**src/rtl/morse_char_decoder.sv**
```systemverilog
// Morse character decoder: walks a 16-slot snapshot oldest-first and emits one ASCII char per occupied slot.
// Optional build macro WORD_SPACE_EN: slot code 10'h2FF decodes to an ASCII space instead of ERR_CHAR.
module morse_char_decoder #(
  parameter int          SLOTS    = 16,
  parameter logic [7:0]  ERR_CHAR = 8'h3F
) (
  input  logic                  clk,
  input  logic                  reset,
  input  logic                  start,
  input  logic [SLOTS*10-1:0]   seq_in,
  output logic [7:0]            ascii_out,
  output logic                  out_valid,
  input  logic                  out_ready,
  output logic                  busy,
  output logic                  done,
  output logic [4:0]            char_count
);

  localparam int IW = $clog2(SLOTS);

  localparam logic [1:0] S_IDLE = 2'd0;
  localparam logic [1:0] S_SCAN = 2'd1;
  localparam logic [1:0] S_EMIT = 2'd2;
  localparam logic [1:0] S_DONE = 2'd3;

  logic [1:0]          state_q, state_d;
  logic [IW-1:0]       idx_q, idx_d;
  logic [SLOTS*10-1:0] snap_q, snap_d;
  logic [7:0]          ascii_q, ascii_d;
  logic                valid_q, valid_d;
  logic [4:0]          count_q, count_d;
  logic [9:0]          slot;
  logic                slot_empty;

  // Symbols are folded into a right-aligned pattern (dot=0, dash=1, first symbol MSB) plus a length.
  function automatic logic [7:0] decode_slot(input logic [9:0] code);
    logic [2:0] len;
    logic [4:0] pat;
    logic       pad_seen;
    logic       bad;
    logic [1:0] sym;
    logic [7:0] ch;
    len      = '0;
    pat      = '0;
    pad_seen = 1'b0;
    bad      = 1'b0;
    for (int unsigned j = 0; j < 5; j++) begin
      sym = code[(9 - 2*j) -: 2];
      if (sym == 2'b10) begin
        bad = 1'b1;
      end else if (sym == 2'b11) begin
        pad_seen = 1'b1;
      end else if (pad_seen) begin
        bad = 1'b1;
      end else begin
        pat = {pat[3:0], sym[0]};
        len = len + 3'd1;
      end
    end
    ch = ERR_CHAR;
    if (!bad) begin
      case ({len, pat})
        {3'd1, 5'b00000}: ch = "E";
        {3'd1, 5'b00001}: ch = "T";
        {3'd2, 5'b00000}: ch = "I";
        {3'd2, 5'b00001}: ch = "A";
        {3'd2, 5'b00010}: ch = "N";
        {3'd2, 5'b00011}: ch = "M";
        {3'd3, 5'b00000}: ch = "S";
        {3'd3, 5'b00001}: ch = "U";
        {3'd3, 5'b00010}: ch = "R";
        {3'd3, 5'b00011}: ch = "W";
        {3'd3, 5'b00100}: ch = "D";
        {3'd3, 5'b00101}: ch = "K";
        {3'd3, 5'b00110}: ch = "G";
        {3'd3, 5'b00111}: ch = "O";
        {3'd4, 5'b00000}: ch = "H";
        {3'd4, 5'b00001}: ch = "V";
        {3'd4, 5'b00010}: ch = "F";
        {3'd4, 5'b00100}: ch = "L";
        {3'd4, 5'b00110}: ch = "P";
        {3'd4, 5'b00111}: ch = "J";
        {3'd4, 5'b01000}: ch = "B";
        {3'd4, 5'b01001}: ch = "X";
        {3'd4, 5'b01010}: ch = "C";
        {3'd4, 5'b01011}: ch = "Y";
        {3'd4, 5'b01100}: ch = "Z";
        {3'd4, 5'b01101}: ch = "Q";
        {3'd5, 5'b11111}: ch = "0";
        {3'd5, 5'b01111}: ch = "1";
        {3'd5, 5'b00111}: ch = "2";
        {3'd5, 5'b00011}: ch = "3";
        {3'd5, 5'b00001}: ch = "4";
        {3'd5, 5'b00000}: ch = "5";
        {3'd5, 5'b10000}: ch = "6";
        {3'd5, 5'b11000}: ch = "7";
        {3'd5, 5'b11100}: ch = "8";
        {3'd5, 5'b11110}: ch = "9";
        default:          ch = ERR_CHAR;
      endcase
    end
`ifdef WORD_SPACE_EN
    if (code == 10'h2FF) ch = 8'h20;
`else
`endif
    return ch;
  endfunction

  always_comb begin
    slot       = snap_q[10*int'(idx_q) +: 10];
    slot_empty = (slot == 10'h3FF);
  end

  always_comb begin
    state_d = state_q;
    idx_d   = idx_q;
    snap_d  = snap_q;
    ascii_d = ascii_q;
    valid_d = valid_q;
    count_d = count_q;
    case (state_q)
      S_IDLE: begin
        if (start) begin
          snap_d  = seq_in;
          count_d = '0;
          idx_d   = IW'(SLOTS - 1);
          state_d = S_SCAN;
        end
      end
      S_SCAN: begin
        if (slot_empty) begin
          if (idx_q == '0) state_d = S_DONE;
          else             idx_d   = idx_q - 1'b1;
        end else begin
          ascii_d = decode_slot(slot);
          valid_d = 1'b1;
          state_d = S_EMIT;
        end
      end
      S_EMIT: begin
        if (out_ready) begin
          valid_d = 1'b0;
          count_d = count_q + 5'd1;
          if (idx_q == '0) begin
            state_d = S_DONE;
          end else begin
            idx_d   = idx_q - 1'b1;
            state_d = S_SCAN;
          end
        end
      end
      default: state_d = S_IDLE;
    endcase
  end

  always_ff @(posedge clk) begin
    if (reset) begin
      state_q <= S_IDLE;
      idx_q   <= IW'(SLOTS - 1);
      snap_q  <= '1;
      ascii_q <= '0;
      valid_q <= 1'b0;
      count_q <= '0;
    end else begin
      state_q <= state_d;
      idx_q   <= idx_d;
      snap_q  <= snap_d;
      ascii_q <= ascii_d;
      valid_q <= valid_d;
      count_q <= count_d;
    end
  end

  assign ascii_out  = ascii_q;
  assign out_valid  = valid_q;
  assign busy       = (state_q != S_IDLE);
  assign done       = (state_q == S_DONE);
  assign char_count = count_q;

endmodule
```
**config.mk**
```make
export PLATFORM = sky130hd
export DESIGN_NAME = morse_char_decoder
export DESIGN_NICKNAME = d
export VERILOG_FILES = /design/src/rtl/morse_char_decoder.sv
export SDC_FILE = /design/constraint.sdc
export NUM_CORES = 1
export LEC_CHECK = 0
export CAP_MARGIN = 20
export CORE_UTILIZATION = 57
export DETAILED_ROUTE_END_ITERATION = 16
export MAX_ROUTING_LAYER = met4
export PLACE_DENSITY = 0.95
export SYNTH_ARGS = -nofsm -noshare
export SYNTH_HDL_FRONTEND = slang
export SYNTH_SLANG_ARGS = --single-unit
```
**constraint.sdc**
```tcl
create_clock -name clk -period 12.7 [get_ports clk]
set_input_delay 2.54 -clock clk [delete_from_list [all_inputs] [get_ports clk]]
set_output_delay 2.54 -clock clk [all_outputs]
set_load 0.03 [all_outputs]
```
Word level (Yosys, flattened, before mapping). Cells that the tools add are included.

Bitwise gates (word level): 1. Shift-type cells: 1. $add $sub $neg: 6. Equality and inequality tests: 55. Reductions and logical operators: 12. Multipliers: 1. Mux-type cells: 94.

Operator list (count): 7-bit case mux with 36 select lines (1); 8-bit == test (second input constant) (22); 160-bit by 9-bit variable part select with 10-bit output (1); 8-bit by 7-bit == test with 1-bit output (second input constant) (12); 5-bit 2-to-1 mux (18); 3-bit 2-to-1 mux (22); 1-bit 2-to-1 mux (39); 2-bit == test (second input constant) (12); 8-bit by 6-bit == test with 1-bit output (second input constant) (2); 4-bit 2-to-1 mux (4); 3-bit by 1-bit adder with 3-bit output (second input constant) (4); 4-bit case mux with 3 select lines (1); 10-bit == test (second input constant) (1); 2-bit 2-to-1 mux (5); 5-bit case mux with 2 select lines (1); 3-bit AND reduction (3); 2-bit != test (second input constant) (4); 3-bit by 4-bit multiplier with 7-bit output (first input constant) (1); 7-bit 2-to-1 mux (1); 2-bit case mux with 3 select lines (1); 2-bit nonzero test (3); 5-bit by 1-bit adder with 5-bit output (second input constant) (1); 4-bit logical NOT (1); 2-bit AND reduction (2); 8 further kinds (8).

Logic and storage cells: 176. Register bits: 180. Output and inout port bits: 16. Bits of input ports: 164.

Longest topological paths before layout.
Depth in word-level cells: 34. Gate-level depth with buffers: 28. Gate-level depth less buffers: 25.

Worst setup path after synthesis. Ideal clock, no wire load.

Path type: flip-flop to flip-flop. From: register idx_q[1]. To: register ascii_q[0] (netlist: ascii_out[0]). Library setup time: 91 ps. Data required time: 12609 ps. Path slack: 7731 ps. Clock period less this slack: 4969 ps. Arrival time: 4878 ps. Cell stages (with the launch flop): 28. Buffers on the path: 2. Cell sequence: dfxtp_1 -> buf_4 -> mux4_2 -> mux2i_1 -> nand2b_1 -> nand2_1 -> nor2_1 -> a21oi_1 -> ha_1 -> nand2_1 -> o32ai_1 -> and2_1 -> ha_1 -> nand2_1 -> nand2_1 -> ha_1 -> inv_1 -> o211ai_1 -> or4_1 -> o2111ai_1 -> nor3_2 -> a22oi_2 -> buf_6 -> a21oi_1 -> a22oi_1 -> nand3_2 -> nand2b_4 -> a311oi_1.

Cells in the longest elaborated chain, start to end: 34. Elaborated cells on any way between the ends: 132. Those cells by class: add/sub (4); mul (1); eq/ne (47); shift (1); mux (77); bitwise (1); reduce/logical (1).

RTL lines: from (decl) (RTL line 27) `logic [IW-1:0] idx_q, idx_d;`; from (signal assigned) (RTL line 159) `idx_q <= IW'(SLOTS - 1);`; from (signal assigned) (RTL line 166) `idx_q <= idx_d;`; 3-bit by 4-bit multiplier with 7-bit output (*) (RTL line 110) `slot = snap_q[10*int'(idx_q) +: 10];`; 160-bit by 9-bit variable part select with 10-bit output (*) (RTL line 110); 2-bit == test (RTL line 51) `end else if (sym == 2'b11) begin`; 1-bit 2-to-1 mux (RTL line 51); 1-bit 2-to-1 mux (RTL line 49) `if (sym == 2'b10) begin`; 3-bit 2-to-1 mux (RTL line 131) `if (slot_empty) begin`; 3-bit 2-to-1 mux (RTL line 121) `case (state_q)`; 3-bit by 1-bit adder with 3-bit output (RTL line 57) `len = len + 3'd1;`; [18 not listed]; 3-bit 2-to-1 mux (RTL line 53) `end else if (pad_seen) begin`; 3-bit 2-to-1 mux (RTL line 51); 3-bit 2-to-1 mux (RTL line 49); 3-bit 2-to-1 mux (RTL line 131); 3-bit 2-to-1 mux (RTL line 121); 8-bit == test (tied with other cells) (RTL line 62) `case ({len, pat})`; 7-bit case mux with 36 select lines (RTL line 62); 7-bit 2-to-1 mux (RTL line 61) `if (!bad) begin`; to (signal assigned) (RTL line 168) `ascii_q <= ascii_d;`; to (decl) (RTL line 29) `logic [7:0] ascii_q, ascii_d;`.

Mark *: on every way between the ends. The rest lies on a longest branch, timed or not. The select of a mux whose other input is x is not followed. A chain may end at the register's enable or synchronous reset.

Worst setup path in the final report.
From: register idx_q[1]. To: register ascii_q[1] (netlist: ascii_out[1]).

The elaborated chain is that of the path after synthesis.

==> impl_metrics.json <==
{
  "switching_share": 0.3993,
  "whs_path_depth": 1,
  "antenna_left": 0,
  "r2r_cells": 26,
  "syn_area_um2": 9863,
  "critPathSlowestCell": "mux4_2",
  "hold_class": "flop to flop",
  "maxSlewViolCount": 0,
  "ff2ff_setup_slack_ns": 6.52,
  "start_kind": "flop",
  "ys_ff_latch": 179,
  "fmax_ghz": 0.1618,
  "num_io_pins": 180,
  "num_rows": 47,
  "worst-path-buf-inv": 2,
  "htreeDepth": 4,
  "status": "finished clean",
  "cts_made_buffers": 17,
  "tritoncts": "built",
  "hold_buffers": 0,
  "core_um2": 16760,
  "r2r-end": "ascii_out[1]$_SDFFE_PP0P_",
  "min_period_over_period": 0.4867,
  "first_pass_iters": 6,
  "critPathCapture": "ascii_out[1]$_SDFFE_PP0P_",
  "synth_common_cells": "179 x dfxtp_1, 162 x a211o_1, 162 x and3_1",
  "maxCapViolCount": 0,
  "clk_pin_slew_ns": 0.07,
  "die_width_um": 133.5,
  "power_density_nw_per_um2": 197.3,
  "grt_pass1_vias": 8789,
  "synth_largest_area_cell": "dfxtp_1",
  "via_per_inst": 6.800,
  "cts_resized": 0,
  "wire_per_inst_um": 22.50,
  "fin_nets": 1308,
  "num_antenna_cells": 0,
  "slew_headroom": 0.2939,
  "synth_top_area_share": 0.3633,
  "cp.required_ns": 12.98,
  "route.detailed.drc": 0,
  "rsz0062_at_grt": "false",
  "netlist_instances": 1027,
  "synth_ff_type": "dfxtp_1",
  "share_seq_of_total_power": 0.348,
  "cts_setup_buffers": 0,
  "pwr-share-comb": 0.429,
  "gr-usage-all-layers": 0.3568,
  "ys_seq_area_frac": 0.3633,
  "drtIter0Drc": 1088,
  "async_flop_share": 0,
  "hold_violations": 0,
  "insertion_delay_ns": 0.44,
  "initial_core_util": 0.5885,
  "fin_crit_ns": 6.181,
  "leakage_uw": 0.005079,
  "cp_top_family": "simple AND/OR/NAND/NOR gates",
  "synth_edf_count": 0,
  "finalWeightedCongestion": 0.9490,
  "drive_gt1_frac": 0.1072,
  "yosys_warnings": 0,
  "hpwlAfterDp_mm": 21.11,
  "cp_data_arrival_time_ns": 6.46,
  "setup_viol": 0,
  "critical_path.max_fanout": 30,
  "tightest_slew_ns": 1.059,
  "grt_max_degree": 125,
  "overflow": 0,
  "routed_wl_mm": 30.76,
  "grt_pass1_wl_mm": 47.80,
  "post-route-util": 0.7229,
  "pwr-share-clk": 0.222,
  "cts_root_buffer": "clkbuf_16",
  "dr_total_vias": 9296,
  "p_total_uw": 2391,
  "cp-end-kind": "flop",
  "crit_top_cell": "nand2_1",
  "power.switching_uw": 954.7,
  "clock_path_buffers": 2,
  "ys_top_cells_by_area": "dfxtp_1 36%, a211o_1 14%, and3_1 10%, mux4_2 5.5%, clkbuf_1 2.9%",
  "cp-startpoint": "idx_q[1]$_SDFFE_PP1P_",
  "syn_avg_cell_area_um2": 9.604,
  "fp.dieArea_um2": 17830,
  "crit_cells": 26,
  "max_stage_delay_ns": 0.56,
  "vdd_drop_max_uv": 127.3,
  "power.internal_uw": 1436,
  "antenna_found_initial": 0,
  "tns_ns": 0,
  "synth_nets": 1201,
  "r2r-start": "idx_q[1]$_SDFFE_PP1P_",
  "worstSetupPathType": "flop to flop",
  "syn_to_final_growth_pct": 22.83,
  "finClkSkew_ns": 0.009199,
  "synth.distinct_cells": 91,
  "synth_most_common_cell": "dfxtp_1",
  "cts_sinks": 179,
  "port_buffers": 178,
  "die_y_um": 133.5
}
[cell families (layout without fill, tap and decap cells)]
logic type      after synthesis  after routing  share of synthesized area
buf+inv                     115            235                    0.05505
flops                       179            179                     0.3633
mux                          60             60                     0.1003
simple gates                335            335                     0.1965
compound gates              319            319                     0.2646
xor+xnor                      8              8                   0.007103
fa+ha+maj                    10             10                    0.01269
other cells                   1              1                  0.0003802
[power by group through the flow]
stage          combinational, uW  clock, uW  sequential (uW)
6_report                    1030        532              832
5_1_grt                     1100        557              842
4_1_cts                     1010        531              824
3_5_place_dp                 994          0              829
3_3_place_gp                 975          0              821
2_1_floorplan                740          0              806
[registers in the layout (all words and copies together), names as in the netlist]
register	count
char_count	5
ascii_out	7
out_valid	1
state_q	2
snap_q	160
idx_q	4
[worst reg2reg max path, stage by stage (launching register included)]
cell and delay, ns:
dfxtp_1 0.31, buf_4 0.39, mux4_2 0.58, mux2i_1 0.35
nand2b_1 0.25, nand2_1 0.16, nor2_1 0.16, a21oi_1 0.06
ha_1 0.30, nand2_1 0.05, o32ai_1 0.20, and2_1 0.19
ha_1 0.22, nand2_1 0.09, nand2_1 0.07, ha_1 0.22
inv_1 0.13, o211ai_1 0.10, or4_1 0.42, o2111ai_1 0.15
nor3_2 0.08, a22oi_2 0.53, nor2_1 0.15, o2111ai_1 0.24
o211ai_1 0.13, nor4b_1 0.36, a311oi_1 0.14
[through the flow]
stage	hold WS, ns	instance area (um2)	instances	setup slack (ns)
CTS	0.4619	12120	1367	6.698
finish	0.4624	12120	1367	6.519
global route	0.4753	12120	1367	6.196
global placement	0.4375	11520	1334	6.892
floorplan	0.4266	9863	1027	7.731
detailed placement	0.4473	11530	1335	6.718
[per-layer routing]
metal  track usage  wire [um]
met1        0.4465      12400
met2        0.5645      14500
met4        0.1402       1024
met3       0.07306       2830
met5             -          0
[layout make-up]
cell class | instances | area, um2
inverters | 15 | 56.30
clock buffers | 20 | 446.7
well taps | 220 | 275.3
repair buffers | 188 | 1852
flip-flops and latches | 179 | 3586
multi-input cells | 733 | 5757
clock inverters | 12 | 142.6
fillers | 1172 | 4644
[how the worst min path moves through the flow]
stage	from	endpoint	slack [ns]
2_1_floorplan	snap_q[18]$_SDFFE_PP1P_	snap_q[18]$_SDFFE_PP1P_	0.43
3_3_place_gp	snap_q[66]$_SDFFE_PP1P_	snap_q[66]$_SDFFE_PP1P_	0.44
5_1_grt	snap_q[105]$_SDFFE_PP1P_	snap_q[105]$_SDFFE_PP1P_	0.48
4_1_cts	snap_q[156]$_SDFFE_PP1P_	snap_q[156]$_SDFFE_PP1P_	0.46
6_report	snap_q[100]$_SDFFE_PP1P_	snap_q[100]$_SDFFE_PP1P_	0.46
3_5_place_dp	snap_q[100]$_SDFFE_PP1P_	snap_q[100]$_SDFFE_PP1P_	0.45
[layout by cell type, fill, tap and decap left out, types with 7 or more instances in the layout]
master,instances
nor2_1,44
clkdlybuf4s50_1,176
o21ai_1,7
nand4_1,7
o21ai_0,18
o22ai_1,10
inv_1,13
nor3_1,11
mux2i_1,17
a211oi_1,12
mux2_2,13
nor2b_1,9
nand2b_1,7
nor4_1,8
nand3_1,18
dfxtp_1,177
clkbuf_16,17
mux4_2,24
nand2_1,30
buf_4,12
a21oi_1,22
and3_1,162
ha_1,9
a211o_1,162
Note: power is estimated with default switching activity, not from simulation.
